<file path="src/rtl/gold_support_scanner_pkg.sv">
// rtl/gold_support_scanner_pkg.sv - shared constants and scan state type for the gold support scanner
package gold_pkg;
    localparam int OBJECT_SIZE         = 32;
    localparam int SCREEN_BOTTOM       = 480;
    localparam int SUPPORT_MIN_DEF     = 4;
    localparam int DEBOUNCE_FRAMES_DEF = 2;

    typedef enum logic [1:0] {
        S_WAIT_SOF,
        S_ACCUM,
        S_EVAL
    } scan_state_t;

    function automatic logic [5:0] sat_inc6(input logic [5:0] v);
        return (v == 6'd63) ? v : v + 6'd1;
    endfunction
endpackage

</file>
<file path="src/rtl/gold_support_scanner_if.sv">
// rtl/gold_support_scanner_if.sv - raster/sack inputs and support outputs of the scanner
interface gold_support_scanner_if;
    logic        startOfFrame;
    logic [10:0] pixelX;
    logic [10:0] pixelY;
    logic        dirt_dr;
    logic [10:0] goldTLX_a;
    logic [10:0] goldTLY_a;
    logic [10:0] goldTLX_b;
    logic [10:0] goldTLY_b;
    logic        can_fall_a;
    logic        can_fall_b;
    logic [5:0]  support_cnt_a;
    logic [5:0]  support_cnt_b;

    modport master (
        output startOfFrame, pixelX, pixelY, dirt_dr,
        output goldTLX_a, goldTLY_a, goldTLX_b, goldTLY_b,
        input  can_fall_a, can_fall_b, support_cnt_a, support_cnt_b
    );

    modport slave (
        input  startOfFrame, pixelX, pixelY, dirt_dr,
        input  goldTLX_a, goldTLY_a, goldTLX_b, goldTLY_b,
        output can_fall_a, can_fall_b, support_cnt_a, support_cnt_b
    );
endinterface

</file>
<file path="src/rtl/gold_probe_counter.sv">
// rtl/gold_probe_counter.sv - per-sack probe-row dirt counter, debounce and support outputs
module gold_probe_counter
    import gold_pkg::*;
#(
    parameter int OBJECT_W        = OBJECT_SIZE,
    parameter int OBJECT_H        = OBJECT_SIZE,
    parameter int SUPPORT_MIN     = SUPPORT_MIN_DEF,
    parameter int DEBOUNCE_FRAMES = DEBOUNCE_FRAMES_DEF,
    parameter int SCREEN_BOTTOM   = gold_pkg::SCREEN_BOTTOM
) (
    input  logic        clk,
    input  logic        resetN,
    input  logic        snap_i,
    input  logic        accum_i,
    input  logic        eval_i,
    input  logic [10:0] pixel_x_i,
    input  logic [10:0] pixel_y_i,
    input  logic        dirt_i,
    input  logic [10:0] tlx_i,
    input  logic [10:0] tly_i,
    output logic        can_fall_o,
    output logic [5:0]  support_cnt_o
);
    localparam int DW = (DEBOUNCE_FRAMES < 2) ? 1 : $clog2(DEBOUNCE_FRAMES + 1);

    logic [10:0]   tlx_q, tly_q;
    logic [5:0]    acc_q;
    logic [DW-1:0] deb_q, deb_d;
    logic          can_fall_q;
    logic [5:0]    cnt_q;
    logic [11:0]   probe_y, x_lo, x_hi;
    logic          hit, floor_hit, unsupported;

    // 12-bit arithmetic so a probe row below the 11-bit raster reads as floor
    always_comb begin
        probe_y     = {1'b0, tly_q} + 12'(OBJECT_H);
        x_lo        = {1'b0, tlx_q};
        x_hi        = x_lo + 12'(OBJECT_W - 1);
        hit         = dirt_i && ({1'b0, pixel_y_i} == probe_y) &&
                      ({1'b0, pixel_x_i} >= x_lo) && ({1'b0, pixel_x_i} <= x_hi);
        floor_hit   = probe_y[11] || (probe_y >= 12'(SCREEN_BOTTOM));
        unsupported = ({1'b0, acc_q} < 7'(SUPPORT_MIN)) && !floor_hit;
        deb_d       = '0;
        if (unsupported) begin
            deb_d = (deb_q == DW'(DEBOUNCE_FRAMES)) ? deb_q : deb_q + 1'b1;
        end
    end

    always_ff @(posedge clk or negedge resetN) begin
        if (!resetN) begin
            tlx_q      <= '0;
            tly_q      <= '0;
            acc_q      <= '0;
            deb_q      <= '0;
            can_fall_q <= 1'b0;
            cnt_q      <= '0;
        end else begin
            if (snap_i) begin
                tlx_q <= tlx_i;
                tly_q <= tly_i;
                acc_q <= '0;
            end else if (accum_i && hit) begin
                acc_q <= sat_inc6(acc_q);
            end
            if (eval_i) begin
                deb_q      <= deb_d;
                can_fall_q <= (deb_d == DW'(DEBOUNCE_FRAMES));
                cnt_q      <= acc_q;
            end
        end
    end

    assign can_fall_o    = can_fall_q;
    assign support_cnt_o = cnt_q;
endmodule

</file>
<file path="src/rtl/gold_support_scanner.sv">
// rtl/gold_support_scanner.sv - frame FSM driving two sack probe counters
module gold_support_scanner
    import gold_pkg::*;
#(
    parameter int OBJECT_W        = OBJECT_SIZE,
    parameter int OBJECT_H        = OBJECT_SIZE,
    parameter int SUPPORT_MIN     = SUPPORT_MIN_DEF,
    parameter int DEBOUNCE_FRAMES = DEBOUNCE_FRAMES_DEF,
    parameter int SCREEN_BOTTOM   = gold_pkg::SCREEN_BOTTOM
) (
    input  logic                   clk,
    input  logic                   resetN,
    gold_support_scanner_if.slave  bus
);
    scan_state_t state_q, state_d;
    logic        snap, accum, eval_s;

    always_ff @(posedge clk or negedge resetN) begin
        if (!resetN) state_q <= S_WAIT_SOF;
        else         state_q <= state_d;
    end

    // SOF during S_EVAL is not legal and is simply not looked at
    always_comb begin
        state_d = state_q;
        snap    = 1'b0;
        accum   = 1'b0;
        eval_s  = 1'b0;
        case (state_q)
            S_WAIT_SOF: begin
                snap = bus.startOfFrame;
                if (bus.startOfFrame) state_d = S_ACCUM;
            end
            S_ACCUM: begin
                accum = 1'b1;
                if (bus.startOfFrame) state_d = S_EVAL;
            end
            S_EVAL: begin
                snap    = 1'b1;
                eval_s  = 1'b1;
                state_d = S_ACCUM;
            end
            default: state_d = S_WAIT_SOF;
        endcase
    end

    gold_probe_counter #(
        .OBJECT_W(OBJECT_W), .OBJECT_H(OBJECT_H), .SUPPORT_MIN(SUPPORT_MIN),
        .DEBOUNCE_FRAMES(DEBOUNCE_FRAMES), .SCREEN_BOTTOM(SCREEN_BOTTOM)
    ) u_probe_a (
        .clk(clk), .resetN(resetN), .snap_i(snap), .accum_i(accum), .eval_i(eval_s),
        .pixel_x_i(bus.pixelX), .pixel_y_i(bus.pixelY), .dirt_i(bus.dirt_dr),
        .tlx_i(bus.goldTLX_a), .tly_i(bus.goldTLY_a),
        .can_fall_o(bus.can_fall_a), .support_cnt_o(bus.support_cnt_a)
    );

    gold_probe_counter #(
        .OBJECT_W(OBJECT_W), .OBJECT_H(OBJECT_H), .SUPPORT_MIN(SUPPORT_MIN),
        .DEBOUNCE_FRAMES(DEBOUNCE_FRAMES), .SCREEN_BOTTOM(SCREEN_BOTTOM)
    ) u_probe_b (
        .clk(clk), .resetN(resetN), .snap_i(snap), .accum_i(accum), .eval_i(eval_s),
        .pixel_x_i(bus.pixelX), .pixel_y_i(bus.pixelY), .dirt_i(bus.dirt_dr),
        .tlx_i(bus.goldTLX_b), .tly_i(bus.goldTLY_b),
        .can_fall_o(bus.can_fall_b), .support_cnt_o(bus.support_cnt_b)
    );
endmodule
</file>
<file path="src/flat_wrapper.sv">
// flat-port wrapper written by rule: the top's interface ports become plain ports
module gold_support_scanner_flat import gold_pkg::*;
#(
    parameter int OBJECT_W        = OBJECT_SIZE,
    parameter int OBJECT_H        = OBJECT_SIZE,
    parameter int SUPPORT_MIN     = SUPPORT_MIN_DEF,
    parameter int DEBOUNCE_FRAMES = DEBOUNCE_FRAMES_DEF,
    parameter int SCREEN_BOTTOM   = gold_pkg::SCREEN_BOTTOM
)
  (clk, resetN, bus_startOfFrame, bus_pixelX, bus_pixelY, bus_dirt_dr, bus_goldTLX_a, bus_goldTLY_a, bus_goldTLX_b, bus_goldTLY_b, bus_can_fall_a, bus_can_fall_b, bus_support_cnt_a, bus_support_cnt_b);
  gold_support_scanner_if bus_i ();
  input  logic clk;
  input  logic resetN;
  input wire logic [$bits(bus_i.startOfFrame)-1:0] bus_startOfFrame;
  input wire logic [$bits(bus_i.pixelX)-1:0] bus_pixelX;
  input wire logic [$bits(bus_i.pixelY)-1:0] bus_pixelY;
  input wire logic [$bits(bus_i.dirt_dr)-1:0] bus_dirt_dr;
  input wire logic [$bits(bus_i.goldTLX_a)-1:0] bus_goldTLX_a;
  input wire logic [$bits(bus_i.goldTLY_a)-1:0] bus_goldTLY_a;
  input wire logic [$bits(bus_i.goldTLX_b)-1:0] bus_goldTLX_b;
  input wire logic [$bits(bus_i.goldTLY_b)-1:0] bus_goldTLY_b;
  output wire logic [$bits(bus_i.can_fall_a)-1:0] bus_can_fall_a;
  output wire logic [$bits(bus_i.can_fall_b)-1:0] bus_can_fall_b;
  output wire logic [$bits(bus_i.support_cnt_a)-1:0] bus_support_cnt_a;
  output wire logic [$bits(bus_i.support_cnt_b)-1:0] bus_support_cnt_b;
  assign bus_i.startOfFrame = bus_startOfFrame;
  assign bus_i.pixelX = bus_pixelX;
  assign bus_i.pixelY = bus_pixelY;
  assign bus_i.dirt_dr = bus_dirt_dr;
  assign bus_i.goldTLX_a = bus_goldTLX_a;
  assign bus_i.goldTLY_a = bus_goldTLY_a;
  assign bus_i.goldTLX_b = bus_goldTLX_b;
  assign bus_i.goldTLY_b = bus_goldTLY_b;
  assign bus_can_fall_a = bus_i.can_fall_a;
  assign bus_can_fall_b = bus_i.can_fall_b;
  assign bus_support_cnt_a = bus_i.support_cnt_a;
  assign bus_support_cnt_b = bus_i.support_cnt_b;
  gold_support_scanner #(.OBJECT_W(OBJECT_W), .OBJECT_H(OBJECT_H), .SUPPORT_MIN(SUPPORT_MIN), .DEBOUNCE_FRAMES(DEBOUNCE_FRAMES), .SCREEN_BOTTOM(SCREEN_BOTTOM)) u_core (.clk(clk), .resetN(resetN), .bus(bus_i));
endmodule
</file>
<file path="config.mk">
export PLATFORM = sky130hd
export DESIGN_NAME = gold_support_scanner_flat
export DESIGN_NICKNAME = d
export VERILOG_FILES = /design/src/rtl/gold_support_scanner_pkg.sv /design/src/rtl/gold_support_scanner_if.sv /design/src/rtl/gold_probe_counter.sv /design/src/rtl/gold_support_scanner.sv /design/src/flat_wrapper.sv
export SDC_FILE = /design/constraint.sdc
export NUM_CORES = 1
export LEC_CHECK = 0
export ABC_AREA = 0
export CORE_MARGIN = 2
export CORE_UTILIZATION = 40
export DETAILED_ROUTE_END_ITERATION = 7
export MAX_ROUTING_LAYER = met4
export SKIP_LAST_GASP = 1
export SYNTH_ARGS = -nofsm -noshare
export SYNTH_HDL_FRONTEND = slang
export SYNTH_HIERARCHICAL = 1
export SYNTH_SLANG_ARGS = --single-unit
</file>
<file path="constraint.sdc">
create_clock -name clk -period 7.2 [get_ports clk]
set_input_delay 1.08 -clock clk [delete_from_list [all_inputs] [get_ports clk]]
set_output_delay 1.08 -clock clk [all_outputs]
set_load 0.02 [all_outputs]
</file>
# After elaboration in Yosys (flattened, before gate mapping)
# Index checks and enable logic that the tools add are counted.
totals:
  latchBits: 0
  rom_bits: 0
  input_bits: 70
  ram_bits: 0
  word_cells: 79
  memories: 0
  reg_bits: 76
  out_inout_bits: 14
classes:
  n_mul: 0
  add_sub_neg: 8
  mux: 16
  reduce_logical: 20
  n_div: 0
  n_bitwise: 0
  n_lt_le_gt_ge: 8
  eq_ne: 14
  shifts: 0
ops:
  columns: ["operator", "count"]
  rows:
  - ["6-bit two-way mux", 6]
  - ["11-bit by 5-bit adder with 12-bit output (second input constant)", 2]
  - ["11-bit by 6-bit adder with 12-bit output (second input constant)", 2]
  - ["11-bit by 12-bit == test with 1-bit output", 2]
  - ["12-bit by 9-bit >= comparator with 1-bit output (second input constant)", 2]
  - ["11-bit by 12-bit less-or-equal comparator with 1-bit output", 2]
  - ["11-bit >= comparator", 2]
  - ["6-bit by 1-bit adder with 6-bit output (second input constant)", 2]
  - ["6-bit == test (second input constant)", 2]
  - ["6-bit by 3-bit less-than comparator with 1-bit output (second input constant)", 2]
  - ["2-bit two-way mux", 6]
  - ["2-bit == test (second input constant)", 5]
  - ["1-bit logical AND", 10]
  - ["2-bit case mux with 3 select lines", 1]
  - ["2-bit AND reduction", 3]
  - ["2-bit by 1-bit adder with 2-bit output (second input constant)", 2]
  - ["2-bit by 1-bit inequality test with 1-bit output (second input constant)", 2]
  - ["2-bit inequality test (second input constant)", 2]
  - ["2-bit nonzero test", 2]
  - ["2-bit by 1-bit == test with 1-bit output (second input constant)", 1]
  - ["1-bit logical NOT", 2]
  - ["2-bit logical NOT", 1]
  - ["1-bit logical OR", 2]
  - ["1-bit two-way mux", 2]
  - ["1-bit case mux with 2 select lines", 1]

# Logic depth before layout (Yosys ltp)
# Gate-level depths: netlist of run 1.
depth:
  ltp_word: 8
  mapped_depth: 13
  ltp_nobuf: 13

# By module
# The synthesis of run 1 kept the hierarchy.
modules_own_cells:
  columns: ["mod", "seq_area_each_um2", "area_each_um2", "n_inst", "cells_each"]
  rows:
  - ["gold_probe_counter", 925.9, 2389.8, 2, 242]
  - ["gold_support_scanner", 50.0, 93.8, 1, 8]

# Worst setup path after synthesis of run 1
# Ideal clock, no wire load.
synth_path:
  path_kind: "reg-to-reg"
  start: "reg u_core.u_probe_b.tlx_q[2]"
  end: "reg u_core.u_probe_b.acc_q[5]"
  period_less_slack_ns: 3.378
  slack_ns: 3.822
  path_stages_with_launch: 12
  setup_time_ns: 0.125
  required_ns: 7.075
  t_arrival_ns: 3.253
  path_cell_list: "dfrtp_1 nor3_1 a31oi_2 or2_2 ha_1 a21o_1 a21oi_1 o21ai_1 o211a_1 a2111o_1 or3_1 mux2_4"
synth_between:
  elab_chain_len: 6
synth_rtl:
  columns: ["item", "line_no", "rtl"]
  rows:
  - ["start: declaration", "gold_probe_counter.sv:26", "logic [10:0] tlx_q, tly_q;"]
  - ["start signal: assignment", "gold_probe_counter.sv:59", "tlx_q <= tlx_i;"]
  - ["11-bit by 5-bit adder with 12-bit output / 11-bit >= comparator (equally long branches)", "gold_probe_counter.sv:38, gold_probe_counter.sv:40", null]
  - ["11-bit by 12-bit less-or-equal comparator with 1-bit output / 1-bit logical AND (equally long branches)", "gold_probe_counter.sv:40, gold_probe_counter.sv:39", null]
  - ["1-bit logical AND *", "gold_probe_counter.sv:40", "({1'b0, pixel_x_i} >= x_lo) && ({1'b0, pixel_x_i} <= x_hi);"]
  - ["1-bit logical AND *", "gold_probe_counter.sv:62", "end else if (accum_i && hit) begin"]
  - ["2-bit nonzero test (no line) *", null, null]
  - ["2-bit AND reduction (no line) *", null, null]
  - ["end signal: assignment", "gold_probe_counter.sv:63", "acc_q <= sat_inc6(acc_q);"]
  - ["end: declaration", "gold_probe_counter.sv:27", "logic [5:0] acc_q;"]
# Every way passes the cells marked *; elsewhere a longest branch is shown, timed or not.
# A chain may end at the register's enable or synchronous reset.

# Final worst setup path of run 1
layout_path:
  start: "in bus_pixelX[10]"
  end: "reg u_core.u_probe_a.acc_q[5]"
layout_between:
  elab_chain_len: 6
layout_rtl:
  columns: ["item", "line_no", "rtl"]
  rows:
  - ["start: declaration", "flat_wrapper.sv:15", "input wire logic [$bits(bus_i.pixelX)-1:0] bus_pixelX;"]
  - ["11-bit >= comparator", "gold_probe_counter.sv:40", null]
  - ["1-bit logical AND", "gold_probe_counter.sv:39", "hit = dirt_i && ({1'b0, pixel_y_i} == probe_y) &&"]
  - ["1-bit logical AND *", "gold_probe_counter.sv:40", null]
  - ["1-bit logical AND *", "gold_probe_counter.sv:62", null]
  - ["2-bit nonzero test (no line) *", null, null]
  - ["2-bit AND reduction (no line) *", null, null]
  - ["end signal: assignment", "gold_probe_counter.sv:63", null]
  - ["end: declaration", "gold_probe_counter.sv:27", null]
# Marked as above.

==> results of run 1 <==
[kinds of logic after synthesis]
| family | Yosys count |
|---|---|
| AO/OA/AOI/OAI | 106 |
| XOR/XNOR | 41 |
| buffers and inverters | 46 |
| AND/OR/NAND/NOR | 135 |
| multiplexers | 36 |
| flip-flops | 76 |
| adder cells (fa/ha/maj) | 52 |
[per-stage QoR]
step	instances	utilization [%]	worst slack, ns	instance area [um^2]
after global routing	728	51.7	3.19	6180
after CTS	728	51.7	3.48	6180
final	728	51.7	3.46	6180
after floorplan	492	-	3.82	4870
after global placement	713	49.0	3.19	5860
after detailed placement	713	49.0	3.11	5860
[power groups by stage]
stage          sequential (mW)  clock (mW)  combinational, mW
2_1_floorplan            0.674           0              0.797
3_5_place_dp             0.715           0               1.04
4_1_cts                  0.709       0.504               1.04
5_1_grt                  0.730       0.524               1.18
6_report                 0.707       0.494               1.04
3_3_place_gp             0.713           0               1.02
[flip-flops by register name (all words and copies together) (netlist names), 6 cells and up]
register                        cells
u_core/u_probe_a/acc_q              6
u_core/u_probe_a/support_cnt_o      6
u_core/u_probe_a/tlx_q             11
u_core/u_probe_a/tly_q             11
u_core/u_probe_b/acc_q              6
u_core/u_probe_b/support_cnt_o      6
u_core/u_probe_b/tlx_q             11
u_core/u_probe_b/tly_q             11
[cell type report]
type                    count  area [um^2]  area share, %
flip-flops and latches     76         1900           30.8
inverters                  36          135           2.19
multi-input cells         370         2810           45.4
well taps                 147          184           2.98
clock buffers              11          243           3.93
repair buffers             84          836           13.5
clock inverters             4         73.8           1.19
[layer usage]
layer / global-route usage [%] / up-vias
met1: 24.0 / 1844
met2: 30.5 / 83
met3: 5.61 / 12
li1: - / 1923
met4: 6.34 / 0
met5: - / -
[worst max-delay path: stages]
cell and delay (ns):
clkdlybuf4s50_1 0.51, ha_1 0.37, a2111oi_0 0.42, o21ai_1 0.13, o211a_1 0.26, a2111o_1 0.48, or3_1 0.42, mux2_4 0.30
[cells in the final DEF, fill, tap and decap left out, types with 4 or more instances in the layout]
cell / netlist / layout
nand2_1: 52 / 52
inv_1: 32 / 32
clkbuf_16: 0 / 9
nor2b_1: 4 / 4
a21o_1: 8 / 8
o21ai_0: 40 / 40
o211ai_1: 4 / 4
xnor2_1: 29 / 29
nand3_1: 18 / 18
dfrtp_1: 76 / 76
or3_1: 8 / 8
a2111oi_0: 4 / 4
xor2_1: 12 / 12
inv_2: 4 / 4
mux2_2: 34 / 34
nand2b_1: 6 / 6
nor4_1: 4 / 4
nor3_1: 8 / 8
ha_1: 52 / 52
a21oi_1: 20 / 20
a31oi_1: 8 / 8
nor2_1: 12 / 11
clkdlybuf4s50_1: 0 / 82
nand4_1: 8 / 8
[worst min-delay path by stage]
stage,start,end,slack (ns)
final,u_core/u_probe_a/support_cnt_o[3]$_DFFE_PN0P_,u_core/u_probe_a/support_cnt_o[3]$_DFFE_PN0P_,0.51
after CTS,u_core/u_probe_a/support_cnt_o[3]$_DFFE_PN0P_,u_core/u_probe_a/support_cnt_o[3]$_DFFE_PN0P_,0.52
after floorplan,u_core/state_q[0]$_DFFE_PN0P_,u_core/state_q[0]$_DFFE_PN0P_,0.48
after global placement,u_core/u_probe_b/support_cnt_o[5]$_DFFE_PN0P_,u_core/u_probe_b/support_cnt_o[5]$_DFFE_PN0P_,0.50
after global routing,u_core/u_probe_b/support_cnt_o[5]$_DFFE_PN0P_,u_core/u_probe_b/support_cnt_o[5]$_DFFE_PN0P_,0.53
after detailed placement,u_core/u_probe_b/support_cnt_o[5]$_DFFE_PN0P_,u_core/u_probe_b/support_cnt_o[5]$_DFFE_PN0P_,0.50
==> results.sh, run 1 <==
export IMPL_p_leak_nw=2.66
export IMPL_grt_setup_unrepaired="false"
export IMPL_die_w_um=114
export IMPL_yosysMostFrequentCell="dfrtp_1"
export IMPL_overflow=0
export IMPL_synth_seq_cells=76
export IMPL_synthesis_area_um2=4870
export IMPL_hold_buffers=0
export IMPL_startpoint_type="input port"
export IMPL_yosys_area_share_simple_pct=14.3
export IMPL_critical_path_max_fanout=8
export IMPL_totalWireLength_um=11600
export IMPL_drt_wirelength_per_cell_um=16.0
export IMPL_period_needed_ns=3.74
export IMPL_first_global_vias=3854
export IMPL_synth_fa_ha_area_share_pct=13.4
export IMPL_finalNetCount=699
export IMPL_cp_data_arrival_time_ns=3.97
export IMPL_p_clk_share_pct=22.1
export IMPL_synth_xor_area_share_pct=7.37
export IMPL_worstReg2RegEnd="u_core/u_probe_a/acc_q[5]$_DFFE_PN0P_"
export IMPL_avgSynthCellArea_um2=9.91
export IMPL_synth_area_top_cells="dfrtp_1, ha_1, mux2_2"
export IMPL_drt_iter0_markers=226
export IMPL_slew_headroom_pct=33.9
export IMPL_hpwl_um=8670
export IMPL_timing_fmax_mhz=267
export IMPL_synth_mux_area_share_pct=8.47
export IMPL_synth_distinct_cells=45
export IMPL_synth_top_area_share_pct=39.0
export IMPL_cellPowerDensity_nw_per_um2=362
export IMPL_highest_signal_layer="met4"
export IMPL_synth_compound_area_share_pct=13.9
export IMPL_maxSlewViolCount=0
export IMPL_dr_pass1_iters=4
export IMPL_die_area_um2=13100
export IMPL_synth_top_family_by_area="simple AND/OR/NAND/NOR gates"
export IMPL_worst_slew_pin_slew_ns=0.992
export IMPL_fin_setup_tns_ns=0
export IMPL_worstHoldPathCells=1
export IMPL_met3_length_um=652
export IMPL_worstSetupEndpointType="register"
export IMPL_power_mw=2.24
export IMPL_start_util_pct=40.7
export IMPL_rows=40
export IMPL_synth_seq_area_share_pct=39.0
export IMPL_worst_r2r_cell_count=12
export IMPL_intPower_mw=1.37
export IMPL_synth_edf_count=0
export IMPL_p_comb_share_pct=46.3
export IMPL_swShare_pct=38.9
export IMPL_fin_skew_ns=0.00580
export IMPL_drtAntennaViolNets=0
export IMPL_grtUsageTotal_pct=19.3
export IMPL_drc=0
export IMPL_syn_nets=614
export IMPL_status="completed"
export IMPL_period_share_pct=52.0
export IMPL_hold_viol_final=0
export IMPL_drive_above_1_share_pct=11.7
export IMPL_ff2ff_setup_slack_ns=3.47
export IMPL_cts_setup_buffers=0
export IMPL_cp_data_required_time_ns=7.43
export IMPL_worstSkewPairLatency_ns=0.35
export IMPL_antennaDiodeCount=0
export IMPL_antenna_found_initial=0
export IMPL_async_flop_share_pct=100
export IMPL_gp_congestion=0.832
export IMPL_cts_buffers=9
export IMPL_synth_area_leader_cell="dfrtp_1"
export IMPL_maxCapViolations=0
export IMPL_clkSinkCount=76
export IMPL_timing_worst_setup_path_type="in2reg"
export IMPL_htreeDepth=3
export IMPL_pin_count=84
export IMPL_grt_max_degree=77
export IMPL_grt_pass1_wl_um=18900
export IMPL_startpoint="bus_pixelX[10]"
export IMPL_endpoint="u_core/u_probe_a/acc_q[5]$_DFFE_PN0P_"
export IMPL_p_seq_share_pct=31.6
export IMPL_cts_root_buf="clkbuf_16"
export IMPL_m1WireLength_um=5350
export IMPL_setup_viol=0
export IMPL_core_area_um2=12000
export IMPL_yosysWarnings=6
export IMPL_ir_drop_v=0.000170
export IMPL_rr_startpoint="u_core/u_probe_a/tlx_q[0]$_DFFE_PN0P_"
export IMPL_routed_via_density=5.30
export IMPL_synth_cells=492
export IMPL_dr_wl_met2_um=5460
export IMPL_syn_to_final_growth_pct=26.8
export IMPL_synthTopCellsByCount="dfrtp_1, ha_1, nand2_1"
export IMPL_holdWs_ns=0.508
export IMPL_fillCellCount=1109
export IMPL_cts_repair_resized=0
export IMPL_die_h_um=114
export IMPL_power_switching_uw=870
export IMPL_ys_flop_type="dfrtp_1"
export IMPL_clk_pin_slew_ns=0.06
export IMPL_io_buffers=83
export IMPL_dr_total_vias=3862
export IMPL_clock_path_buffers=2
export IMPL_cts_tree="done"
export IMPL_holdCritPathClass="reg2reg"
(Power assumes the default switching activity.)
==> run 2: changes to the inputs <==
--- a/config.mk
+++ b/config.mk
@@ -10,6 +10,7 @@
 export CORE_UTILIZATION = 40
 export DETAILED_ROUTE_END_ITERATION = 7
 export MAX_ROUTING_LAYER = met4
+export PLACE_DENSITY = 0.66
 export SKIP_LAST_GASP = 1
 export SYNTH_ARGS = -nofsm -noshare
 export SYNTH_HDL_FRONTEND = slang
==> constraint.sdc (replaced) <==
create_clock -name clk -period 3.2 [get_ports clk]
set_input_delay 0.48 -clock clk [delete_from_list [all_inputs] [get_ports clk]]
set_output_delay 0.48 -clock clk [all_outputs]
set_load 0.02 [all_outputs]
==> run 2 against run 1 <==
- combinational power rose to 2.7 times the previous value
- wire length rose by 2.5%
- global-route usage rose by 0.33 points
- worst setup slack got worse by 3.5 ns
- die area did not move
- sequential share of layout area fell by 2.1 points
- register-to-register slack got worse by 3.5 ns
- total power rose by 150%
- via count rose by 3.9%
- count of clock-buffer cells in the layout fell by 1
- largest cell class unchanged
==> results.sh, run 2 (synthesized netlist as in run 1, its figures left out) <==
export IMPL_status="completed"
export IMPL_finalNetCount=731
export IMPL_grtUsageTotal_pct=19.7
export IMPL_startpoint_type="register"
export IMPL_io_buffers=83
export IMPL_timing_fmax_mhz=313
export IMPL_dr_total_vias=4011
export IMPL_grt_pass1_wl_um=19700
export IMPL_grt_max_degree=77
export IMPL_period_needed_ns=3.19
export IMPL_clkSinkCount=76
export IMPL_antenna_found_initial=0
export IMPL_dr_pass1_iters=4
export IMPL_intPower_mw=3.37
export IMPL_drt_wirelength_per_cell_um=15.7
export IMPL_hold_buffers=0
export IMPL_power_switching_mw=2.12
export IMPL_core_area_um2=12000
export IMPL_start_util_pct=40.7
export IMPL_worstSkewPairLatency_ns=0.35
export IMPL_cts_buffers=9
export IMPL_hpwl_um=9040
export IMPL_p_seq_share_pct=28.9
export IMPL_critical_path_max_fanout=3
export IMPL_layout_common_cells="clkdlybuf4s50_1, dfrtp_1, nand2_1, ha_1, o21ai_0"
export IMPL_cellPowerDensity_nw_per_um2=827
export IMPL_slew_headroom_pct=35.0
export IMPL_cts_tree="done"
export IMPL_swShare_pct=38.7
export IMPL_die_h_um=114
export IMPL_maxCapViolations=0
export IMPL_overflow=0
export IMPL_maxSlewViolCount=0
export IMPL_worst_slew_pin_slew_ns=0.976
export IMPL_setup_viol=0
export IMPL_htreeDepth=3
export IMPL_timing_worst_setup_path_type="reg2reg"
export IMPL_worstSetupEndpointType="register"
export IMPL_hold_viol_final=0
export IMPL_fillCellCount=1083
export IMPL_fin_skew_ns=0.00736
export IMPL_worst_r2r_cell_count=13
export IMPL_holdWs_ns=0.269
export IMPL_routed_via_density=5.28
export IMPL_ff2ff_setup_slack_ns=0.006
export IMPL_drc=0
export IMPL_gp_congestion=0.854
export IMPL_cp_data_required_time_ns=3.43
export IMPL_fin_util_pct=55.6
export IMPL_clock_path_buffers=2
export IMPL_p_leak_nw=2.85
export IMPL_period_share_pct=99.8
export IMPL_final_common_cell="clkdlybuf4s50_1"
export IMPL_pin_count=84
export IMPL_clk_pin_slew_ns=0.06
export IMPL_p_clk_share_pct=19.5
export IMPL_holdCritPathClass="in2async"
export IMPL_cts_root_buf="clkbuf_16"
export IMPL_die_w_um=114
export IMPL_drive_above_1_share_pct=21.0
export IMPL_grt_setup_unrepaired="true"
export IMPL_antennaDiodeCount=0
export IMPL_drtAntennaViolNets=0
export IMPL_first_global_vias=4185
export IMPL_syn_to_final_growth_pct=36.4
export IMPL_cp_data_arrival_time_ns=3.42
export IMPL_p_comb_share_pct=51.6
export IMPL_die_area_um2=13100
export IMPL_rows=40
export IMPL_drt_iter0_markers=241
export IMPL_totalWireLength_um=11900
export IMPL_ir_drop_v=0.000489
run 2: cell types whose count changed in the layout (fill, tap and decap cells not counted), moves of 3 or more:
cell,change
ha_1,-7
a21oi_1,-5
or3_1,-4
nor3_2,+3
ha_4,+5
a21oi_2,+5
or3_4,+4
nor3_1,-5
buf_6,+4
buf_4,+28
run 2: final cells by class:
class                           instances  area [um^2]  share of cell area, %
Multi-Input combinational cell        370         3030                   45.5
Sequential cell                        76         1900                   28.6
Timing Repair Buffer                  116         1090                   16.4
Clock buffer                           10          229                   3.45
Tap cell                              147          184                   2.77
Inverter                               36          135                   2.03
Clock inverter                          5         77.6                   1.17
run 2: timing repair:
action	in CTS	in global routing
resized for setup	8	26
pin swaps	3	13
setup endpoints to repair	4	10
setup buffers	0	3
run 2: layer usage:
layer | share of wire [%] | vias up | GRT usage (%)
li1 | - | 1989 | -
met1 | 44 | 1934 | 23.6
met2 | 50 | 75 | 33.0
met3 | 4.1 | 13 | 4.34
met4 | 1.9 | 0 | 6.42
met5 | 0 | - | -
run 2: path summary, 6_finish.rpt:
check / start / endpoint
worst min-delay path: resetN / u_core/u_probe_b/tlx_q[0]$_DFFE_PN0P_
max in group asynchronous: resetN / u_core/u_probe_a/tlx_q[2]$_DFFE_PN0P_
worst max-delay path: u_core/u_probe_b/tlx_q[1]$_DFFE_PN0P_ / u_core/u_probe_b/acc_q[5]$_DFFE_PN0P_
worst max register to register: u_core/u_probe_b/tlx_q[1]$_DFFE_PN0P_ / u_core/u_probe_b/acc_q[5]$_DFFE_PN0P_
min in group clk: u_core/u_probe_a/support_cnt_o[0]$_DFFE_PN0P_ / u_core/u_probe_a/support_cnt_o[0]$_DFFE_PN0P_
worst min register to register: u_core/u_probe_a/support_cnt_o[0]$_DFFE_PN0P_ / u_core/u_probe_a/support_cnt_o[0]$_DFFE_PN0P_
run 2: metrics by stage:
| step | worst slack (ns) | area, um^2 | instances | total power [mW] | TNS (ns) |
|---|---|---|---|---|---|
| global route | -0.145 | 6650 | 760 | 5.96 | -0.660 |
| floorplan | 0.0298 | 4930 | 492 | 3.39 | 0 |
| detailed placement | -0.0345 | 6140 | 742 | 4.24 | -0.0608 |
| global placement | 0.0407 | 6140 | 742 | 4.12 | 0 |
| CTS | -0.00722 | 6470 | 757 | 5.37 | -0.00722 |
| finish | 0.00558 | 6650 | 760 | 5.49 | 0 |
run 2: power groups by stage:
stage | registers (mW) | logic, mW | clock network, mW
CTS | 1.59 | 2.69 | 1.09
global route | 1.64 | 3.19 | 1.13
global placement | 1.59 | 2.53 | 0
finish | 1.59 | 2.83 | 1.07
floorplan | 1.54 | 1.85 | 0
detailed placement | 1.61 | 2.63 | 0
run 2: worst max-delay path, cell delays in order, from the launching register on:
cell and delay (ns):
dfrtp_1 0.39, buf_6 0.13, nor3_4 0.19, a31oi_2 0.12, buf_4 0.16, nand2_1 0.07, xnor2_1 0.07, ha_1 0.22
a2111oi_4 0.32, o21ai_1 0.11, o211a_1 0.24, a2111o_1 0.43, or3_4 0.34, mux2_4 0.30
==> run 3: changes to the inputs <==
==> constraint.sdc (replaced) <==
create_clock -name clk -period 2.7 [get_ports clk]
set_input_delay 0.405 -clock clk [delete_from_list [all_inputs] [get_ports clk]]
set_output_delay 0.405 -clock clk [all_outputs]
set_load 0.02 [all_outputs]
==> run 3 against run 2 <==
- the flow now finishes with violations (setup timing)
- sequential share of layout area decreased by 1.4 points
- cell area increased by 5.2%
- die area unchanged
- register-to-register slack got worse by 0.48 ns
- maximum frequency increased by 0.64%
- core utilization increased by 2.9 points
- critical endpoint unchanged
- largest cell class unchanged
==> results.sh, run 3 (synthesized netlist as in run 1, its figures left out) <==
export IMPL_pin_count=84
export IMPL_maxCapViolations=0
export IMPL_cellPowerDensity_nw_per_um2=1010
export IMPL_htreeDepth=3
export IMPL_clk_pin_slew_ns=0.06
export IMPL_grt_max_degree=77
export IMPL_die_w_um=114
export IMPL_worstSkewPairLatency_ns=0.34
export IMPL_intPower_mw=4.37
export IMPL_rows=40
export IMPL_gp_congestion=0.836
export IMPL_period_share_pct=118
export IMPL_violations="setup timing"
export IMPL_fin_util_pct=58.4
export IMPL_holdCritPathClass="in2async"
export IMPL_start_util_pct=40.7
export IMPL_worstSetupEndpointType="register"
export IMPL_hold_viol_final=0
export IMPL_crit_buf_inv=1
export IMPL_core_area_um2=12000
export IMPL_clkSinkCount=76
export IMPL_drive_above_1_share_pct=26.9
export IMPL_die_h_um=114
export IMPL_fin_skew_ns=0.00845
export IMPL_drt_iter0_markers=185
export IMPL_cts_buffers=9
export IMPL_swShare_pct=38.0
export IMPL_setup_viol=12
export IMPL_slew_headroom_pct=33.7
export IMPL_maxSlewViolCount=0
export IMPL_hpwl_um=9340
export IMPL_overflow=0
export IMPL_grtUsageTotal_pct=20.5
export IMPL_path_delay_family="simple AND/OR/NAND/NOR gates"
export IMPL_path_cells="nor3_4, a31oi_4, buf_6, nand2_2, xnor2_2, ha_2, nand4_1, nor3_2, a31oi_1, o211a_1, a2111o_1, or3_4, mux2_4"
export IMPL_finalNetCount=769
export IMPL_cts_tree="done"
export IMPL_worst_slew_pin_slew_ns=0.995
export IMPL_first_global_vias=4355
export IMPL_period_needed_ns=3.17
export IMPL_antennaDiodeCount=0
export IMPL_ir_drop_v=0.000519
export IMPL_grt_pass1_wl_um=20600
export IMPL_cp_data_required_time_ns=2.93
export IMPL_dp_cells=781
export IMPL_io_buffers=83
export IMPL_p_seq_share_pct=26.7
export IMPL_dr_pass1_iters=4
export IMPL_p_leak_nw=3.04
export IMPL_slowest_stage="dfrtp_1"
export IMPL_die_area_um2=13100
export IMPL_totalWireLength_um=12400
export IMPL_power_switching_mw=2.67
export IMPL_critPathMaxStageDelay_ns=0.42
export IMPL_final_setup_worst_slack_ns=-0.474
export IMPL_timing_worst_setup_path_type="reg2reg"
export IMPL_status="complete, but fails checks"
export IMPL_cts_root_buf="clkbuf_16"
export IMPL_drc=0
export IMPL_layout_common_cells="clkdlybuf4s50_1, dfrtp_1, buf_4, nand2_1, ha_1"
export IMPL_dr_total_vias=4191
export IMPL_startpoint_type="register"
export IMPL_p_clk_share_pct=19.5
export IMPL_syn_to_final_growth_pct=43.4
export IMPL_drt_wirelength_per_cell_um=15.5
export IMPL_final_common_cell="clkdlybuf4s50_1"
export IMPL_p_comb_share_pct=53.8
export IMPL_stdcell_count=798
export IMPL_timing_fmax_mhz=315
export IMPL_antenna_found_initial=0
export IMPL_grt_setup_unrepaired="true"
export IMPL_drtAntennaViolNets=0
export IMPL_cp_data_arrival_time_ns=3.40
export IMPL_clock_path_buffers=2
export IMPL_critical_path_max_fanout=3
export IMPL_routed_via_density=5.25
run 3: cell count changes in the layout (fill, tap and decap cells not counted), sizes merged:
cell,delta
bufinv,+1
inv,+1
buf,+38
clkinvlp,-1
clkbuf,-1
run 3: repair_timing:
item	in CTS	in global routing
pin swaps	8	8
buffers inserted	2	0
gates resized for setup	13	27
hold buffers	0	0
setup endpoints to repair	12	12
run 3: routing by layer:
layer | up-vias | track usage (%) | wire (um)
met5 | - | - | 0
met4 | 0 | 5.20 | 206
met3 | 19 | 5.45 | 600
met2 | 107 | 33.7 | 6140
met1 | 1994 | 25.1 | 5420
li1 | 2071 | - | -
run 3: layout make-up:
| class | count | area, um^2 |
|---|---|---|
| inverter | 36 | 135 |
| multi-input combinational | 370 | 3050 |
| fill | 1050 | 4970 |
| clock inverter | 6 | 113 |
| sequential | 76 | 1900 |
| timing repair buffer | 154 | 1380 |
| clock buffer | 9 | 225 |
| tap | 147 | 184 |
run 3: final timing paths:
path	start	endpoint	slack (ns)	depth (start not counted)
setup / recovery	u_core/u_probe_b/tlx_q[0]$_DFFE_PN0P_	u_core/u_probe_b/acc_q[5]$_DFFE_PN0P_	-0.47	13
hold / removal	resetN	u_core/u_probe_a/tlx_q[3]$_DFFE_PN0P_	0.19	1
setup reg to reg	u_core/u_probe_b/tlx_q[0]$_DFFE_PN0P_	u_core/u_probe_b/acc_q[5]$_DFFE_PN0P_	-0.47	13
hold reg to reg	u_core/u_probe_a/support_cnt_o[0]$_DFFE_PN0P_	u_core/u_probe_a/support_cnt_o[0]$_DFFE_PN0P_	0.50	1
max in group asynchronous	resetN	u_core/u_probe_b/tlx_q[2]$_DFFE_PN0P_	1.75	1
min in group clk	u_core/u_probe_a/support_cnt_o[0]$_DFFE_PN0P_	u_core/u_probe_a/support_cnt_o[0]$_DFFE_PN0P_	0.50	1
run 3: per-stage QoR:
step                      hold WS, ns  setup slack [ns]  power, mW  instance area, um^2  TNS [ns]
after global placement          0.498            -0.389       5.23                 6460     -3.12
final                           0.193            -0.474       7.04                 6990     -3.61
after global routing            0.295            -0.631       7.64                 6990     -5.82
after detailed placement        0.499            -0.464       5.39                 6460     -4.06
after floorplan                 0.109            -0.407       4.07                 4960     -2.35
after CTS                       0.265            -0.424       6.90                 6850     -3.58
run 3: power groups by stage:
stage / clock [mW] / combinational [mW] / sequential (mW)
3_3_place_gp: 0 / 3.37 / 1.86
4_1_cts: 1.40 / 3.62 / 1.87
2_1_floorplan: 0 / 2.24 / 1.83
6_report: 1.38 / 3.79 / 1.88
3_5_place_dp: 0 / 3.50 / 1.89
5_1_grt: 1.46 / 4.24 / 1.94
